File: config.mk
export PLATFORM = sky130hd
export DESIGN_NAME = gap_pool_unit
export DESIGN_NICKNAME = d
export VERILOG_FILES = /design/src/rtl/gap_pool_unit.sv
export SDC_FILE = /design/constraint.sdc
export NUM_CORES = 1
export LEC_CHECK = 0
export ABC_AREA = 1
export CORE_MARGIN = 1.5
export CORE_UTILIZATION = 40
export DETAILED_ROUTE_END_ITERATION = 16
export GPL_TIMING_DRIVEN = 1
export SKIP_CTS_REPAIR_TIMING = 1
export SYNTH_ARGS = -nofsm -noshare
export SYNTH_HDL_FRONTEND = slang
export SYNTH_SLANG_ARGS = --single-unit
File: constraint.sdc
create_clock -name clk -period 10.8 [get_ports clk]
set_clock_uncertainty 0.05 [all_clocks]
set_input_delay 2.16 -clock clk [delete_from_list [all_inputs] [get_ports clk]]
set_output_delay 2.16 -clock clk [all_outputs]
set_load 0.02 [all_outputs]
File: src/rtl/gap_pool_unit.sv
// Global pooling engine: reduces each channel of a streamed multi-lane feature map
// to a single round-half-to-even average or maximum, emitted one channel per result.
module gap_pool_unit #(
  parameter int DATA_W         = 8,
  parameter int CH             = 4,
  parameter int LANES          = 4,
  parameter int LOG2_BEATS_MAX = 4
) (
  input  logic                                   clk,
  input  logic                                   rst_n,
  input  logic                                   start,
  input  logic                                   cfg_mode,
  input  logic [$clog2(LOG2_BEATS_MAX+1)-1:0]    cfg_log2_beats,
  input  logic                                   in_valid,
  output logic                                   in_ready,
  input  logic [CH*LANES*DATA_W-1:0]             in_data,
  output logic                                   out_valid,
  input  logic                                   out_ready,
  output logic [DATA_W-1:0]                      out_data,
  output logic [((CH > 1) ? $clog2(CH) : 1)-1:0] out_ch,
  output logic                                   out_last,
  output logic                                   busy
);

  localparam int SH_L   = $clog2(LANES);
  localparam int ACC_W  = DATA_W + SH_L + LOG2_BEATS_MAX;
  localparam int CFG_W  = $clog2(LOG2_BEATS_MAX + 1);
  localparam int CH_W   = (CH > 1) ? $clog2(CH) : 1;
  localparam int BEAT_W = (LOG2_BEATS_MAX > 0) ? LOG2_BEATS_MAX : 1;
  localparam logic [CFG_W-1:0] CFG_MAX = CFG_W'(LOG2_BEATS_MAX);
  localparam logic [CH_W-1:0]  LAST_CH = CH_W'(CH - 1);

  typedef enum logic [1:0] {S_IDLE, S_ACC, S_POP} state_t;

  state_t             r_state, w_state_nxt;
  logic [ACC_W-1:0]   r_acc [CH];
  logic [BEAT_W-1:0]  r_beat;
  logic [CH_W-1:0]    r_idx;
  logic               r_mode;
  logic [CFG_W-1:0]   r_cfg;

  logic [CFG_W-1:0]   w_cfg_clamp;
  logic               w_beat_last;
  logic [ACC_W-1:0]   w_sum     [CH];
  logic [DATA_W-1:0]  w_mx      [CH];
  logic [ACC_W-1:0]   w_acc_nxt [CH];
  logic [DATA_W-1:0]  w_lane;
  logic [ACC_W-1:0]   w_acc_sel, w_q, w_mask, w_r, w_half, w_avg;
  logic [7:0]         w_s;
  logic               w_up;

  assign w_cfg_clamp = (cfg_log2_beats > CFG_MAX) ? CFG_MAX : cfg_log2_beats;
  assign w_beat_last = (r_beat == BEAT_W'((1 << r_cfg) - 1));

  always_comb begin
    w_lane = '0;
    for (int unsigned c = 0; c < CH; c++) begin
      w_sum[c] = '0;
      w_mx[c]  = '0;
      for (int unsigned l = 0; l < LANES; l++) begin
        w_lane   = in_data[(c*LANES + l)*DATA_W +: DATA_W];
        w_sum[c] = w_sum[c] + ACC_W'(w_lane);
        if (w_lane > w_mx[c]) w_mx[c] = w_lane;
      end
      if (r_mode)
        w_acc_nxt[c] = (ACC_W'(w_mx[c]) > r_acc[c]) ? ACC_W'(w_mx[c]) : r_acc[c];
      else
        w_acc_nxt[c] = r_acc[c] + w_sum[c];
    end
  end

  always_ff @(posedge clk) begin
    if (!rst_n) begin
      r_state <= S_IDLE;
      for (int unsigned c = 0; c < CH; c++) r_acc[c] <= '0;
      r_beat  <= '0;
      r_idx   <= '0;
      r_mode  <= 1'b0;
      r_cfg   <= '0;
    end else begin
      r_state <= w_state_nxt;
      case (r_state)
        S_IDLE: if (start) begin
          r_mode <= cfg_mode;
          r_cfg  <= w_cfg_clamp;
          r_beat <= '0;
          for (int unsigned c = 0; c < CH; c++) r_acc[c] <= '0;
        end
        S_ACC: if (in_valid) begin
          for (int unsigned c = 0; c < CH; c++) r_acc[c] <= w_acc_nxt[c];
          r_beat <= r_beat + 1'b1;
          if (w_beat_last) r_idx <= '0;
        end
        S_POP: if (out_ready) r_idx <= (r_idx == LAST_CH) ? '0 : r_idx + 1'b1;
        default: ;
      endcase
    end
  end

  always_comb begin
    w_state_nxt = r_state;
    case (r_state)
      S_IDLE:  if (start) w_state_nxt = S_ACC;
      S_ACC:   if (in_valid && w_beat_last) w_state_nxt = S_POP;
      S_POP:   if (out_ready && (r_idx == LAST_CH)) w_state_nxt = S_IDLE;
      default: w_state_nxt = S_IDLE;
    endcase
  end

  // Divide by 2^s with ties to even; s == 0 degenerates to a pass-through since w_up stays 0.
  always_comb begin
    w_acc_sel = r_acc[r_idx];
    w_s       = 8'(SH_L) + 8'(r_cfg);
    w_q       = w_acc_sel >> w_s;
    w_mask    = (ACC_W'(1) << w_s) - ACC_W'(1);
    w_r       = w_acc_sel & w_mask;
    w_half    = (w_s == 8'd0) ? '0 : (ACC_W'(1) << (w_s - 8'd1));
    w_up      = (w_s != 8'd0) && ((w_r > w_half) || ((w_r == w_half) && w_q[0]));
    w_avg     = w_q + ACC_W'(w_up);
  end

  assign in_ready  = (r_state == S_ACC);
  assign out_valid = (r_state == S_POP);
  assign busy      = (r_state != S_IDLE);
  assign out_ch    = r_idx;
  assign out_last  = out_valid && (r_idx == LAST_CH);
  assign out_data  = !out_valid ? '0 : (r_mode ? w_acc_sel[DATA_W-1:0] : w_avg[DATA_W-1:0]);

endmodule

; Word-level counts from Yosys, hierarchy flattened
; Memory sizes are Yosys's and may differ from the RTL's. A register that Yosys moved wholly into a read port is not among the register bits.
; Cells that the tools add are included.
[op_classes]
mux = 59
n_reduce_logical = 16
n_shift = 4
bitwise_logic = 9
eq_ne = 11
n_lt_le_gt_ge = 22
n_addsub = 23
[op_table]
columns = cell, n
row1 = 14-bit 2-to-1 mux, 17
row2 = 8-bit 2-to-1 mux, 18
row3 = 8-bit > comparator, 12
row4 = 14-bit by 11-bit adder with 14-bit output, 4
row5 = 8-bit by 14-bit > comparator with 1-bit output, 4
row6 = 10-bit by 8-bit adder with 11-bit output, 4
row7 = 9-bit by 8-bit adder with 10-bit output, 4
row8 = 8-bit by 8-bit adder with 9-bit output, 4
row9 = 8-bit by 1-bit > comparator with 1-bit output (second input constant), 4
row10 = 2-bit 2-to-1 mux, 9
row11 = 14-bit AND, 1
row12 = 14-bit == test, 1
row13 = 14-bit > comparator, 1
row14 = 1-bit by 4-bit << shifter with 14-bit output (first input constant), 1
row15 = 1-bit by 8-bit << shifter with 14-bit output (first input constant), 1
row16 = 14-bit by 4-bit right shift with 8-bit output, 1
row17 = 14-bit by 2-bit subtractor with 14-bit output (second input constant), 1
row18 = 1-bit 2-to-1 mux, 9
row19 = 8-bit by 1-bit adder with 8-bit output, 1
row20 = 8-bit logical NOT, 1
row21 = 4-bit 2-to-1 mux, 2
row22 = 2-bit by 1-bit != test with 1-bit output (second input constant), 4
row23 = 1-bit bitwise OR, 8
row24 = 4-bit case mux with 2 select lines, 1
row25 = other kinds (22), 31
[word_totals]
ram_bits = 56
wordCells = 150
mem_count = 1
register_bits = 12
[memory_table]
columns = name, words, width, read_ports, rd_clocked_by_memory_dff, wr, line
row1 = r_acc, 4, 14, 5, 1, 4, 36  ; logic [ACC_W-1:0] r_acc [CH];

; Logic depth before layout (Yosys ltp)
[depth]
word_depth = 12
mapped_depth = 42
mapped_depth_nobuf = 41

; Worst setup path before layout
; No wires, ideal clock.
[synth_timing]
path_type = input -> register
start = in in_data[3]
end = mem r_acc[0][0] (netlist bit) (enable)
slack_ns = 2.614
t_arrival_ns = 7.728
n_path_buf = 1
path_stages = 36
cell_sequence = inv_1 ha_1 nand2_1 o21ai_0 nand2_1 o211ai_2 nand2_1 nand2_1 nand2_1 ha_1 nand2_1 o21ai_0 nand2_1 o211ai_1 nand2_1 inv_1 nand2_1 nand2_1 inv_1 ha_1 a21oi_1 o21ai_0 nand2_1 o211ai_1 nand2_1 buf_1 inv_1 o21a_1 ha_1 nand2_1 inv_1 nand3_1 o211a_1 o21ai_0 nand3_1 o31ai_1
[synth_lines]
columns = item, line
row1 = "start, declared", 16  ; input logic [CH*LANES*DATA_W-1:0] in_data,
row2 = "end, declared", 36

==> flow_metrics.py <==
metrics = {
    "synthesis": {
        "yosysWarnings": 0,
        "synth_edf_count": 42,
        "synth_cells": 1902,
        "yosys.area.top_type_share_pct": 19.8,
        "syn-cell-area_sq_um": 13300,
        "ys_seq_elements": 70,
        "syn_avg_cell_area_sq_um": 7.01,
        "synthArstFlopShare_pct": 0,
        "synth.area.top_cells": "ha_1 20%, nand2_1 15%, fa_1 14%, edfxtp_1 9.5%, nand3_1 7.1%",
        "synthFlopType": "edfxtp_1",
        "synth_largest_area_cell": "ha_1",
        "yosysUniqueCellTypes": 52,
        "seq_area_frac_synth_pct": 13.7,
    },
    "global_route": {
        "grt_overflow": 0,
        "gr-usage-all-layers_pct": 23.4,
        "grt_pass1_vias": 12800,
        "grt_pass1_wl_um": 64100,
        "antenna_found_initial": 0,
        "grt_max_degree": 35,
    },
    "clock_tree": {
        "clk_path_buf_depth": 2,
        "root_buffer": "clkbuf_16",
        "clk_latency_ns": 0.35,
        "cts_sinks": 70,
        "cts_tree": "built",
        "cts_buffers": 9,
        "cts.reportedPaths.clkPinSlew_ns": 0.06,
        "htree_levels": 3,
    },
    "floorplan": {
        "pin_count": 151,
        "die_h_um": 186,
        "row_count": 66,
        "chipWidth_um": 186,
        "die-area_sq_um": 34400,
        "core_area_sq_um": 32700,
        "initial_core_util_pct": 40.8,
    },
    "cells_and_area": {
        "multi_input_area_sq_um": 10400,
        "regArea_sq_um": 1820,
        "n_fill_cell": 3401,
        "fin_nets": 2476,
        "antennaDiodeCount": 0,
        "drive_above_1_share_pct": 4.41,
        "syn_to_final_growth_pct": 16.9,
    },
    "sta": {
        "tightest_slew_ns": 0.930,
        "holdWs_ns": 0.412,
        "timing.final.hold_violations": 0,
        "fmax_mhz": 110,
        "rsz0062_at_grt": "false",
        "drv_slew": 0,
        "setup_viol": 0,
        "fin_crit_sh_pct": 84.3,
        "min_period_ns": 9.10,
        "timing.setup.tns_ns": 0,
        "maxSlewHeadroom_pct": 37.9,
    },
    "detailed_routing": {
        "drtIter0Drc": 793,
        "routed_via_density": 5.22,
        "wirelength_um": 39200,
        "vias": 13000,
        "avgRoutedWirePerCell_um": 15.8,
        "ant_nets": 0,
        "drc": 0,
        "first_pass_iters": 5,
    },
    "place": {
        "portBuffers": 150,
        "gp_congestion": 0.894,
        "dp_hpwl_um": 33500,
    },
    "worst_setup_path": {
        "cp_slowest_cell": "a21oi_1",
        "rr_worst_depth": 16,
        "end_kind": "register",
        "cp-start-kind": "input port",
        "cp.required_ns": 10.81,
        "critPathMaxFanout": 16,
        "worst-r2r-setup-slack_ns": 7.25,
        "crit_type": "in -> reg",
        "worstPathArrival_ns": 9.11,
        "cp_slowest_stage_delay_ns": 0.66,
        "cpMostUsedCell": "nand2_1",
    },
    "worst_hold_path": {
        "hold_depth": 2,
        "worstHoldPathType": "reg -> reg",
    },
    "flow_run": {
        "cap_violations": 0,
    },
    "power": {
        "powerDensity_nw_per_um2": 217,
        "power.leakage_nw": 7.58,
        "ir_drop_mv": 0.126,
    },
    "outcome": {
        "outcome": "completed",
    },
}
Yosys cell counts (2+ instances only):
cell,number
a211oi_1,2
a21o_1,4
a21oi_1,164
a22oi_1,3
a31oi_1,5
and2_1,2
buf_1,3
buf_2,15
buf_4,4
buf_6,2
clkbuf_1,13
clkinv_1,3
dfxtp_1,28
edfxtp_1,42
fa_1,92
ha_1,211
inv_1,234
inv_2,11
nand2_1,526
nand2_2,3
nand3_1,188
nand3b_1,22
nand4_1,18
nor2_1,90
nor2_2,3
nor2_4,5
nor3_1,12
nor4_1,5
o2111a_1,2
o2111ai_1,2
o211a_1,4
o211ai_1,10
o211ai_2,3
o21a_1,26
o21ai_0,66
o21ai_1,10
o21bai_1,2
o22ai_1,3
o31ai_1,2
or2_2,37
xnor2_1,9
xor2_1,6
cell type report:
| type | count | area share (%) |
|---|---|---|
| clock buffers | 10 | 1.47 |
| repair buffers | 158 | 10.0 |
| inverters | 248 | 5.97 |
| flip-flops and latches | 70 | 11.7 |
| multi-input cells | 1549 | 66.8 |
| well taps | 442 | 3.55 |
| clock inverters | 6 | 0.554 |
layout by cell type (no fill, tap or decap), types with 3 or more instances in the layout:
cell type / netlist / final
nor2_4: 5 / 5
dfxtp_1: 28 / 28
nand3_1: 188 / 188
a21oi_1: 164 / 164
or2_2: 37 / 37
o211a_1: 4 / 4
nand4_1: 18 / 18
nand2_2: 3 / 3
a22oi_1: 3 / 3
nand3b_1: 22 / 22
nor2_2: 3 / 3
nor3_1: 12 / 12
a31oi_1: 5 / 5
clkdlybuf4s50_1: 0 / 150
edfxtp_1: 42 / 42
o211ai_1: 10 / 10
buf_4: 4 / 8
conb_1: 1 / 3
inv_2: 11 / 11
nor4_1: 5 / 5
o21a_1: 26 / 26
o21ai_1: 10 / 10
xnor2_1: 9 / 9
ha_1: 211 / 211
o211ai_2: 3 / 3
clkinv_1: 3 / 3
inv_1: 234 / 234
nor2_1: 90 / 90
o22ai_1: 3 / 3
a21o_1: 4 / 4
fa_1: 92 / 92
nand2_1: 526 / 526
o21ai_0: 66 / 66
xor2_1: 6 / 6
clkbuf_16: 0 / 9
sequential cells by signal, indices dropped and copies added (netlist names), named ones only:
signal and count:
r_state 2, r_acc 56, r_mode 1, r_cfg 3
out_ch 2, r_beat 4
stage by stage:
stage / setup slack (ns) / util (%) / std cells / total power [W] / instance area (sq um)
global placement: 1.49 / 46.7 / 2467 / 0.00300 / 15300
floorplan: 2.61 / - / 1904 / 0.00234 / 13300
global route: 0.878 / 47.7 / 2483 / 0.00380 / 15600
detailed placement: 1.39 / 46.7 / 2467 / 0.00305 / 15300
finish: 1.70 / 47.7 / 2483 / 0.00339 / 15600
CTS: 1.74 / 47.7 / 2483 / 0.00339 / 15600
cell families (layout without fill, tap and decap cells):
| group | after synthesis | in the layout | share of synthesized area [%] |
|---|---|---|---|
| AO/OA/AOI/OAI | 314 | 314 | 13.4 |
| adder cells (fa/ha/maj) | 303 | 303 | 33.6 |
| AND/OR/NAND/NOR | 914 | 914 | 29.9 |
| XOR/XNOR | 15 | 15 | 0.985 |
| flip-flops | 70 | 70 | 13.7 |
| other | 1 | 3 | 0.0281 |
| buffers and inverters | 285 | 422 | 8.39 |
worst max-delay path: cells and delay by family:
family,cells,cell delay [ns]
adders and majority gates,4,1.04
AOI/OAI and AO/OA,10,1.83
and+or+nand+nor,16,2.35
buffers and inverters,9,1.74
final timing paths:
| kind | start | end |
|---|---|---|
| min | r_beat[2]$_SDFFE_PN0P_ | r_beat[2]$_SDFFE_PN0P_ |
| min reg2reg | r_beat[2]$_SDFFE_PN0P_ | r_beat[2]$_SDFFE_PN0P_ |
| max | in_data[38] | r_acc[1][9]$_SDFFCE_PN0P_ |
| max reg2reg | r_acc[1][1]$_SDFFCE_PN0P_ | r_acc[1][13]$_SDFFCE_PN0P_ |
power by group:
group          internal [W]  switching (W)
combinational      0.000961        0.00156
clock              0.000202       0.000127
sequential         0.000406       0.000133
routing by layer:
layer  up-vias  GRT usage (%)  wire length [um]
li1       6624              -                 -
met1      6045           31.7             18400
met2       274           40.1             18500
met3        30           3.25              1840
met4         0           4.06               372
met5         -              0                 0
No activity file was read; power rests on OpenSTA's default activity.
